$ cat src/rtl/dcr_launch_sequencer_if.sv
// dcr_launch_sequencer_if
//   Bundles the host config/launch handshake, the gpu_top DCR/start/done pins
//   and the sequencer status signals into one interface.
//   Modports:
//     slave  - the sequencer (dcr_launch_sequencer)
//     master - the host/control side that drives config and launch and models gpu_top
//   Signals:
//     cfg_valid/cfg_ready/cfg_addr/cfg_data  config entry handshake
//     launch                                 single-cycle launch request
//     busy, fifo_count, kernel_done, timeout_err  status
//     dcr_address/dcr_data_out/dcr_write_enable   DCR write strobe to gpu_top
//     start (to gpu_top), done (from gpu_top)
interface dcr_launch_sequencer_if #(
  parameter int ADDR_W     = 4,
  parameter int DATA_W     = 8,
  parameter int FIFO_DEPTH = 8
);
  localparam int CNT_W = $clog2(FIFO_DEPTH + 1);

  logic              cfg_valid;
  logic              cfg_ready;
  logic [ADDR_W-1:0] cfg_addr;
  logic [DATA_W-1:0] cfg_data;
  logic              launch;
  logic              busy;
  logic [CNT_W-1:0]  fifo_count;
  logic [ADDR_W-1:0] dcr_address;
  logic [DATA_W-1:0] dcr_data_out;
  logic              dcr_write_enable;
  logic              start;
  logic              done;
  logic              kernel_done;
  logic              timeout_err;

  modport slave (
    input  cfg_valid, cfg_addr, cfg_data, launch, done,
    output cfg_ready, busy, fifo_count, dcr_address, dcr_data_out,
           dcr_write_enable, start, kernel_done, timeout_err
  );

  modport master (
    output cfg_valid, cfg_addr, cfg_data, launch, done,
    input  cfg_ready, busy, fifo_count, dcr_address, dcr_data_out,
           dcr_write_enable, start, kernel_done, timeout_err
  );
endinterface

$ cat src/rtl/dcr_launch_sequencer.sv
// dcr_launch_sequencer
//   Buffers host (address,data) config writes in a FIFO, replays them as
//   one-cycle DCR write strobes into gpu_top on launch, then raises start and
//   holds it until gpu_top reports done, pulsing kernel_done on completion.
//   Ports:
//     clk    - rising-edge clock
//     reset  - asynchronous, active-low reset
//     bus    - dcr_launch_sequencer_if.slave (config handshake, launch,
//              DCR/start/done pins, busy/fifo_count/kernel_done/timeout_err)
//   Optional feature: define DCR_LAUNCH_TIMEOUT_EN to enable a done watchdog of
//   TIMEOUT_CYCLES cycles in WAIT_DONE that sets the sticky timeout_err flag.
module dcr_launch_sequencer #(
  parameter int ADDR_W         = 4,
  parameter int DATA_W         = 8,
  parameter int FIFO_DEPTH     = 8,
  parameter int WRITE_GAP      = 0,
  parameter int TIMEOUT_CYCLES = 1024
) (
  input logic                    clk,
  input logic                    reset,
  dcr_launch_sequencer_if.slave  bus
);
  localparam int CNT_W = $clog2(FIFO_DEPTH + 1);
  localparam int PTR_W = $clog2(FIFO_DEPTH);

  typedef enum logic [2:0] {
    S_IDLE, S_WRITE, S_GAP, S_START, S_WAIT_DONE, S_COMPLETE
  } state_t;

  state_t            r_state, w_next;
  logic [ADDR_W-1:0] r_fifo_addr [FIFO_DEPTH];
  logic [DATA_W-1:0] r_fifo_data [FIFO_DEPTH];
  logic [PTR_W-1:0]  r_wr_ptr, r_rd_ptr, w_rd_ptr_nxt;
  logic [CNT_W-1:0]  r_count;
  logic [3:0]        r_gap_cnt;
  logic              r_we, r_start, r_kdone, r_busy;
  logic [ADDR_W-1:0] r_addr, w_load_addr;
  logic [DATA_W-1:0] r_data, w_load_data;
  logic              w_full, w_push, w_pop, w_more;

  assign w_full       = (r_count == CNT_W'(FIFO_DEPTH));
  assign w_push       = (r_state == S_IDLE) && bus.cfg_valid && !w_full;
  // The entry on the DCR pins is popped at the end of its WRITE cycle, so a
  // push (IDLE only) and a pop never share a cycle.
  assign w_pop        = (r_state == S_WRITE);
  assign w_more       = (r_count > CNT_W'(1));
  assign w_rd_ptr_nxt = r_rd_ptr + PTR_W'(1);

`ifdef DCR_LAUNCH_TIMEOUT_EN
  localparam int TO_W = $clog2(TIMEOUT_CYCLES + 1);
  logic [TO_W-1:0] r_to_cnt;
  logic            r_terr;
  logic            w_to_hit;

  assign w_to_hit = (r_to_cnt == TO_W'(TIMEOUT_CYCLES - 1));

  always_ff @(posedge clk or negedge reset) begin
    if (!reset) begin
      r_to_cnt <= '0;
      r_terr   <= 1'b0;
    end else begin
      r_to_cnt <= (r_state == S_WAIT_DONE) ? r_to_cnt + TO_W'(1) : '0;
      if (r_state == S_IDLE && bus.launch)
        r_terr <= 1'b0;
      else if (r_state == S_WAIT_DONE && !bus.done && w_to_hit)
        r_terr <= 1'b1;
    end
  end
  assign bus.timeout_err = r_terr;
`else
  // TIMEOUT_CYCLES is never negative, so the flag is permanently low here.
  assign bus.timeout_err = (TIMEOUT_CYCLES < 0);
`endif

  always_comb begin
    w_next = r_state;
    case (r_state)
      S_IDLE:
        if (bus.launch) w_next = (r_count != '0 || w_push) ? S_WRITE : S_START;
      S_WRITE:
        if (!w_more)             w_next = S_START;
        else if (WRITE_GAP != 0) w_next = S_GAP;
        else                     w_next = S_WRITE;
      S_GAP:
        if (r_gap_cnt == 4'(WRITE_GAP - 1)) w_next = S_WRITE;
      S_START:
        w_next = S_WAIT_DONE;
      S_WAIT_DONE:
        if (bus.done) w_next = S_COMPLETE;
`ifdef DCR_LAUNCH_TIMEOUT_EN
        else if (w_to_hit) w_next = S_IDLE;
`endif
      S_COMPLETE:
        w_next = S_IDLE;
      default:
        w_next = S_IDLE;
    endcase
  end

  // Entry shown during the next WRITE cycle: bypass the config pins when the
  // launching push lands in an empty FIFO, skip the entry being popped when
  // writes are back-to-back, otherwise the head.
  always_comb begin
    w_load_addr = r_fifo_addr[r_rd_ptr];
    w_load_data = r_fifo_data[r_rd_ptr];
    if (r_state == S_IDLE && r_count == '0) begin
      w_load_addr = bus.cfg_addr;
      w_load_data = bus.cfg_data;
    end else if (r_state == S_WRITE) begin
      w_load_addr = r_fifo_addr[w_rd_ptr_nxt];
      w_load_data = r_fifo_data[w_rd_ptr_nxt];
    end
  end

  always_ff @(posedge clk or negedge reset) begin
    if (!reset) r_state <= S_IDLE;
    else        r_state <= w_next;
  end

  always_ff @(posedge clk) begin
    if (w_push) begin
      r_fifo_addr[r_wr_ptr] <= bus.cfg_addr;
      r_fifo_data[r_wr_ptr] <= bus.cfg_data;
    end
  end

  always_ff @(posedge clk or negedge reset) begin
    if (!reset) begin
      r_wr_ptr  <= '0;
      r_rd_ptr  <= '0;
      r_count   <= '0;
      r_gap_cnt <= '0;
      r_we      <= 1'b0;
      r_addr    <= '0;
      r_data    <= '0;
      r_start   <= 1'b0;
      r_kdone   <= 1'b0;
      r_busy    <= 1'b0;
    end else begin
      if (w_push) r_wr_ptr <= r_wr_ptr + PTR_W'(1);
      if (w_pop)  r_rd_ptr <= w_rd_ptr_nxt;
      r_count   <= r_count + CNT_W'(w_push) - CNT_W'(w_pop);
      r_gap_cnt <= (r_state == S_GAP) ? r_gap_cnt + 4'd1 : 4'd0;
      r_we      <= (w_next == S_WRITE);
      if (w_next == S_WRITE) begin
        r_addr <= w_load_addr;
        r_data <= w_load_data;
      end
      r_start   <= (w_next == S_START) || (w_next == S_WAIT_DONE);
      r_kdone   <= (w_next == S_COMPLETE);
      r_busy    <= (w_next != S_IDLE);
    end
  end

  assign bus.cfg_ready        = (r_state == S_IDLE) && !w_full;
  assign bus.busy             = r_busy;
  assign bus.fifo_count       = r_count;
  assign bus.dcr_address      = r_addr;
  assign bus.dcr_data_out     = r_data;
  assign bus.dcr_write_enable = r_we;
  assign bus.start            = r_start;
  assign bus.kernel_done      = r_kdone;
endmodule

$ cat src/flat_wrapper.sv
// flat-port wrapper written by rule: the top's interface ports become plain ports
module dcr_launch_sequencer_flat 
#(
  parameter int ADDR_W         = 4,
  parameter int DATA_W         = 8,
  parameter int FIFO_DEPTH     = 8,
  parameter int WRITE_GAP      = 0,
  parameter int TIMEOUT_CYCLES = 1024
)
  (clk, reset, bus_cfg_valid, bus_cfg_addr, bus_cfg_data, bus_launch, bus_done, bus_cfg_ready, bus_busy, bus_fifo_count, bus_dcr_address, bus_dcr_data_out, bus_dcr_write_enable, bus_start, bus_kernel_done, bus_timeout_err);
  dcr_launch_sequencer_if #(.ADDR_W(ADDR_W), .DATA_W(DATA_W), .FIFO_DEPTH(FIFO_DEPTH)) bus_i ();
  input logic clk;
  input logic reset;
  input wire logic [$bits(bus_i.cfg_valid)-1:0] bus_cfg_valid;
  input wire logic [$bits(bus_i.cfg_addr)-1:0] bus_cfg_addr;
  input wire logic [$bits(bus_i.cfg_data)-1:0] bus_cfg_data;
  input wire logic [$bits(bus_i.launch)-1:0] bus_launch;
  input wire logic [$bits(bus_i.done)-1:0] bus_done;
  output wire logic [$bits(bus_i.cfg_ready)-1:0] bus_cfg_ready;
  output wire logic [$bits(bus_i.busy)-1:0] bus_busy;
  output wire logic [$bits(bus_i.fifo_count)-1:0] bus_fifo_count;
  output wire logic [$bits(bus_i.dcr_address)-1:0] bus_dcr_address;
  output wire logic [$bits(bus_i.dcr_data_out)-1:0] bus_dcr_data_out;
  output wire logic [$bits(bus_i.dcr_write_enable)-1:0] bus_dcr_write_enable;
  output wire logic [$bits(bus_i.start)-1:0] bus_start;
  output wire logic [$bits(bus_i.kernel_done)-1:0] bus_kernel_done;
  output wire logic [$bits(bus_i.timeout_err)-1:0] bus_timeout_err;
  assign bus_i.cfg_valid = bus_cfg_valid;
  assign bus_i.cfg_addr = bus_cfg_addr;
  assign bus_i.cfg_data = bus_cfg_data;
  assign bus_i.launch = bus_launch;
  assign bus_i.done = bus_done;
  assign bus_cfg_ready = bus_i.cfg_ready;
  assign bus_busy = bus_i.busy;
  assign bus_fifo_count = bus_i.fifo_count;
  assign bus_dcr_address = bus_i.dcr_address;
  assign bus_dcr_data_out = bus_i.dcr_data_out;
  assign bus_dcr_write_enable = bus_i.dcr_write_enable;
  assign bus_start = bus_i.start;
  assign bus_kernel_done = bus_i.kernel_done;
  assign bus_timeout_err = bus_i.timeout_err;
  dcr_launch_sequencer #(.ADDR_W(ADDR_W), .DATA_W(DATA_W), .FIFO_DEPTH(FIFO_DEPTH), .WRITE_GAP(WRITE_GAP), .TIMEOUT_CYCLES(TIMEOUT_CYCLES)) u_core (.clk(clk), .reset(reset), .bus(bus_i));
endmodule
$ cat config.mk
export PLATFORM = sky130hd
export DESIGN_NAME = dcr_launch_sequencer_flat
export DESIGN_NICKNAME = d
export VERILOG_FILES = /design/src/rtl/dcr_launch_sequencer_if.sv /design/src/rtl/dcr_launch_sequencer.sv /design/src/flat_wrapper.sv
export SDC_FILE = /design/constraint.sdc
export NUM_CORES = 1
export LEC_CHECK = 0
export CORE_MARGIN = 8
export CORE_UTILIZATION = 55
export DETAILED_ROUTE_END_ITERATION = 7
export PLACE_DENSITY = 0.75
export SLEW_MARGIN = 10
export SYNTH_ARGS = -nofsm -noshare
export SYNTH_HDL_FRONTEND = slang
export SYNTH_SLANG_ARGS = --single-unit
$ cat constraint.sdc
create_clock -name clk -period 3.7 [get_ports clk]
set_input_delay 0.555 -clock clk [delete_from_list [all_inputs] [get_ports clk]]
set_output_delay 0.555 -clock clk [all_outputs]
set_load 0.05 [all_outputs]
==> results.ini <==
[run_status]
outcome = finished, final reports clean

[sta]
min_period_ps = 2950
timing_max_transition_violations_final = 0
hold_viol = 0
holdWs_ps = 460
timing.fmax_mhz = 339
maxSlewHeadroom_pct = 32.4
tightest_slew_ps = 1010
setup_viol = 0
fin_setup_tns_ps = 0
period_share_pct = 79.7
skew_ps = 5.87
rsz0062_at_grt = false

[finish]
regArea_sq_um = 3710
final_cell_area_sq_um = 7340
multi_input_area_sq_um = 2310
area_growth_pct = 17.6
drive_above_1_share_pct = 22.4
antennaDiodeCount = 0
fill_cells = 797
stdcell_count = 616
final_nets = 488

[power_and_ir_drop]
total_power_mw = 7.01
power.density_nw_per_um2 = 955
worst_ir_drop_vdd_mv = 1.18
p_leak_nw = 2.64

[floorplanning]
dieArea_sq_um = 15000
die_y_um = 123
rows = 39
pin_count = 39
start_util_pct = 55.4
core_area_sq_um = 11300
die_w_um = 123

[synth]
synthFlopType = edfxtp_1
avgSynthCellArea_sq_um = 14.9
ys_seq_area_share_pct = 59.4
synth_common_cells = 96 x edfxtp_1, 49 x nand2_1, 48 x mux4_2
ys_warn_count = 0
synth_cell_types = 48
synth_top_area_share_pct = 46.2
synth_fp_nets = 448
ys_ff_latch = 129
syn-cell-area_sq_um = 6240
async_flop_share_pct = 25.6
yosysTopAreaCell = edfxtp_1
netlist_instances = 420
synth.area.top_cells = edfxtp_1 46%, mux4_2 17%, dfrtp_1 13%, nand2_1 2.9%, ha_1 2.0%
synth_most_common_cell = edfxtp_1
synth-edff-count = 96

[critical_path]
arrival_ps = 2400
startpoint_type = flop
end_kind = primary output
ff2ff_setup_slack_ps = 1180
crit_path_max_fanout = 4
required_ps = 3140
setup.worst_path.class = reg -> out

[route]
drc = 0
vias = 3965
drt-wirelength-per-cell_um = 22.4
drt_first_pass_iters = 7
drtAntennaViolNets = 0
avgViaCountPerCell = 6.44
totalWireLength_um = 13800
drt_iter0_markers = 448

[cts]
cts_buffer_depth = 2
clkSinkCount = 129
tritoncts = built
hold_buffers = 0
cts_resized = 0
clk_pin_slew_ps = 60
post_cts_buffers = 0
worstSkewPairLatency_ps = 420
cts_root_buffer = clkbuf_16
cts_buffers = 17
cts_htree_levels = 4

[grt]
grt_pass1_vias = 3978
overflow = 0
antenna_found_initial = 0
grt_max_degree = 48
grt_usage_pct = 19.5
grt_pass1_wl_um = 21700

[place]
placed_cell_area_sq_um = 6750
gp_congestion = 0.848
hpwl_um = 8390
port_buffers = 37
placed_cells = 584

[min_path]
min_path_type = reg -> reg

[job]
cap_violations = 0

cells in the final DEF (no fill, tap or decap), types with 5 or more instances in the layout:
cell | Yosys | final
edfxtp_1 | 96 | 96
nand2_1 | 49 | 49
mux4_2 | 48 | 48
clkdlybuf4s50_1 | 0 | 37
dfrtp_1 | 33 | 32
nand3_1 | 24 | 24
clkbuf_16 | 0 | 17
buf_4 | 9 | 16
nor2_1 | 14 | 14
inv_1 | 12 | 12
o22ai_1 | 11 | 11
a21oi_1 | 11 | 11
nand3b_1 | 10 | 10
a32oi_1 | 10 | 10
o21ai_1 | 10 | 10
ha_1 | 10 | 10
xnor2_1 | 6 | 6
nor3_2 | 1 | 5
flip-flops by register name, indices dropped and copies added (netlist names), 3 cells and up:
| signal | count |
|---|---|
| u_core.r_rd_ptr | 3 |
| u_core.r_fifo_data | 64 |
| u_core.bus.dcr_address | 4 |
| u_core.bus.fifo_count | 4 |
| u_core.r_fifo_addr | 32 |
| u_core.r_state | 3 |
| u_core.r_wr_ptr | 3 |
| u_core.bus.dcr_data_out | 8 |
| u_core.r_gap_cnt | 4 |
power breakdown:
| group | internal [mW] | leakage (nW) | switching (mW) |
|---|---|---|---|
| logic | 1.37 | 1.08 | 1.94 |
| clock network | 1.05 | 0.286 | 0.625 |
| registers | 1.82 | 1.27 | 0.204 |
| total | 4.24 | 2.64 | 2.77 |
through the flow:
step / utilization [%] / setup slack, ps
finish: 65.1 / 750
global route: 65.1 / 654
CTS: 65.1 / 716
detailed placement: 59.9 / 1180
global placement: 59.9 / 1220
floorplan: - / 231
layout make-up:
type	count	area share, %
clock buffers	17	5.80
clock inverters	15	2.27
inverters	13	0.835
multi-input cells	246	31.4
flip-flops and latches	129	50.5
well taps	143	2.44
repair buffers	53	6.68
kinds of logic after synthesis:
group	count (synthesis)	share of synthesized area, %
adder cells (fa/ha/maj)	11	2.32
AO/OA/AOI/OAI	58	6.21
AND/OR/NAND/NOR	116	8.90
multiplexers	51	17.8
buffers and inverters	45	4.07
flip-flops	129	59.4
other	1	0.0601
XOR/XNOR	9	1.26
worst max-delay path: stages, from the launching register on:
cell             delay (ps)
dfrtp_1                 370
inv_1                   120
ha_1                    160
or3b_2                  460
and2_1                  160
clkdlybuf4s50_1         700
path summary, 6_finish.rpt:
check | start | endpoint | depth (start not counted)
max in group asynchronous | reset | u_core.r_rd_ptr[0] | 2
setup reg to reg | u_core.bus.fifo_count[2] | u_core.bus.fifo_count[3] | 10
min in group asynchronous | reset | u_core.bus.fifo_count[2] | 1
setup / recovery | u_core.bus.fifo_count[2] | bus_cfg_ready | 5
hold reg to reg | u_core.r_gap_cnt[0] | u_core.r_gap_cnt[0] | 1
hold / removal | u_core.r_gap_cnt[0] | u_core.r_gap_cnt[0] | 1
routing by layer:
layer  GRT usage, %  routed length [um]  vias to the layer above
met3           6.49                1330                       40
met5              0                   0                        -
li1               -                   -                     1720
met1           24.6                5440                     1986
met4           9.29                 377                        0
met2           29.9                6650                      219
(Power assumes the default switching activity.)
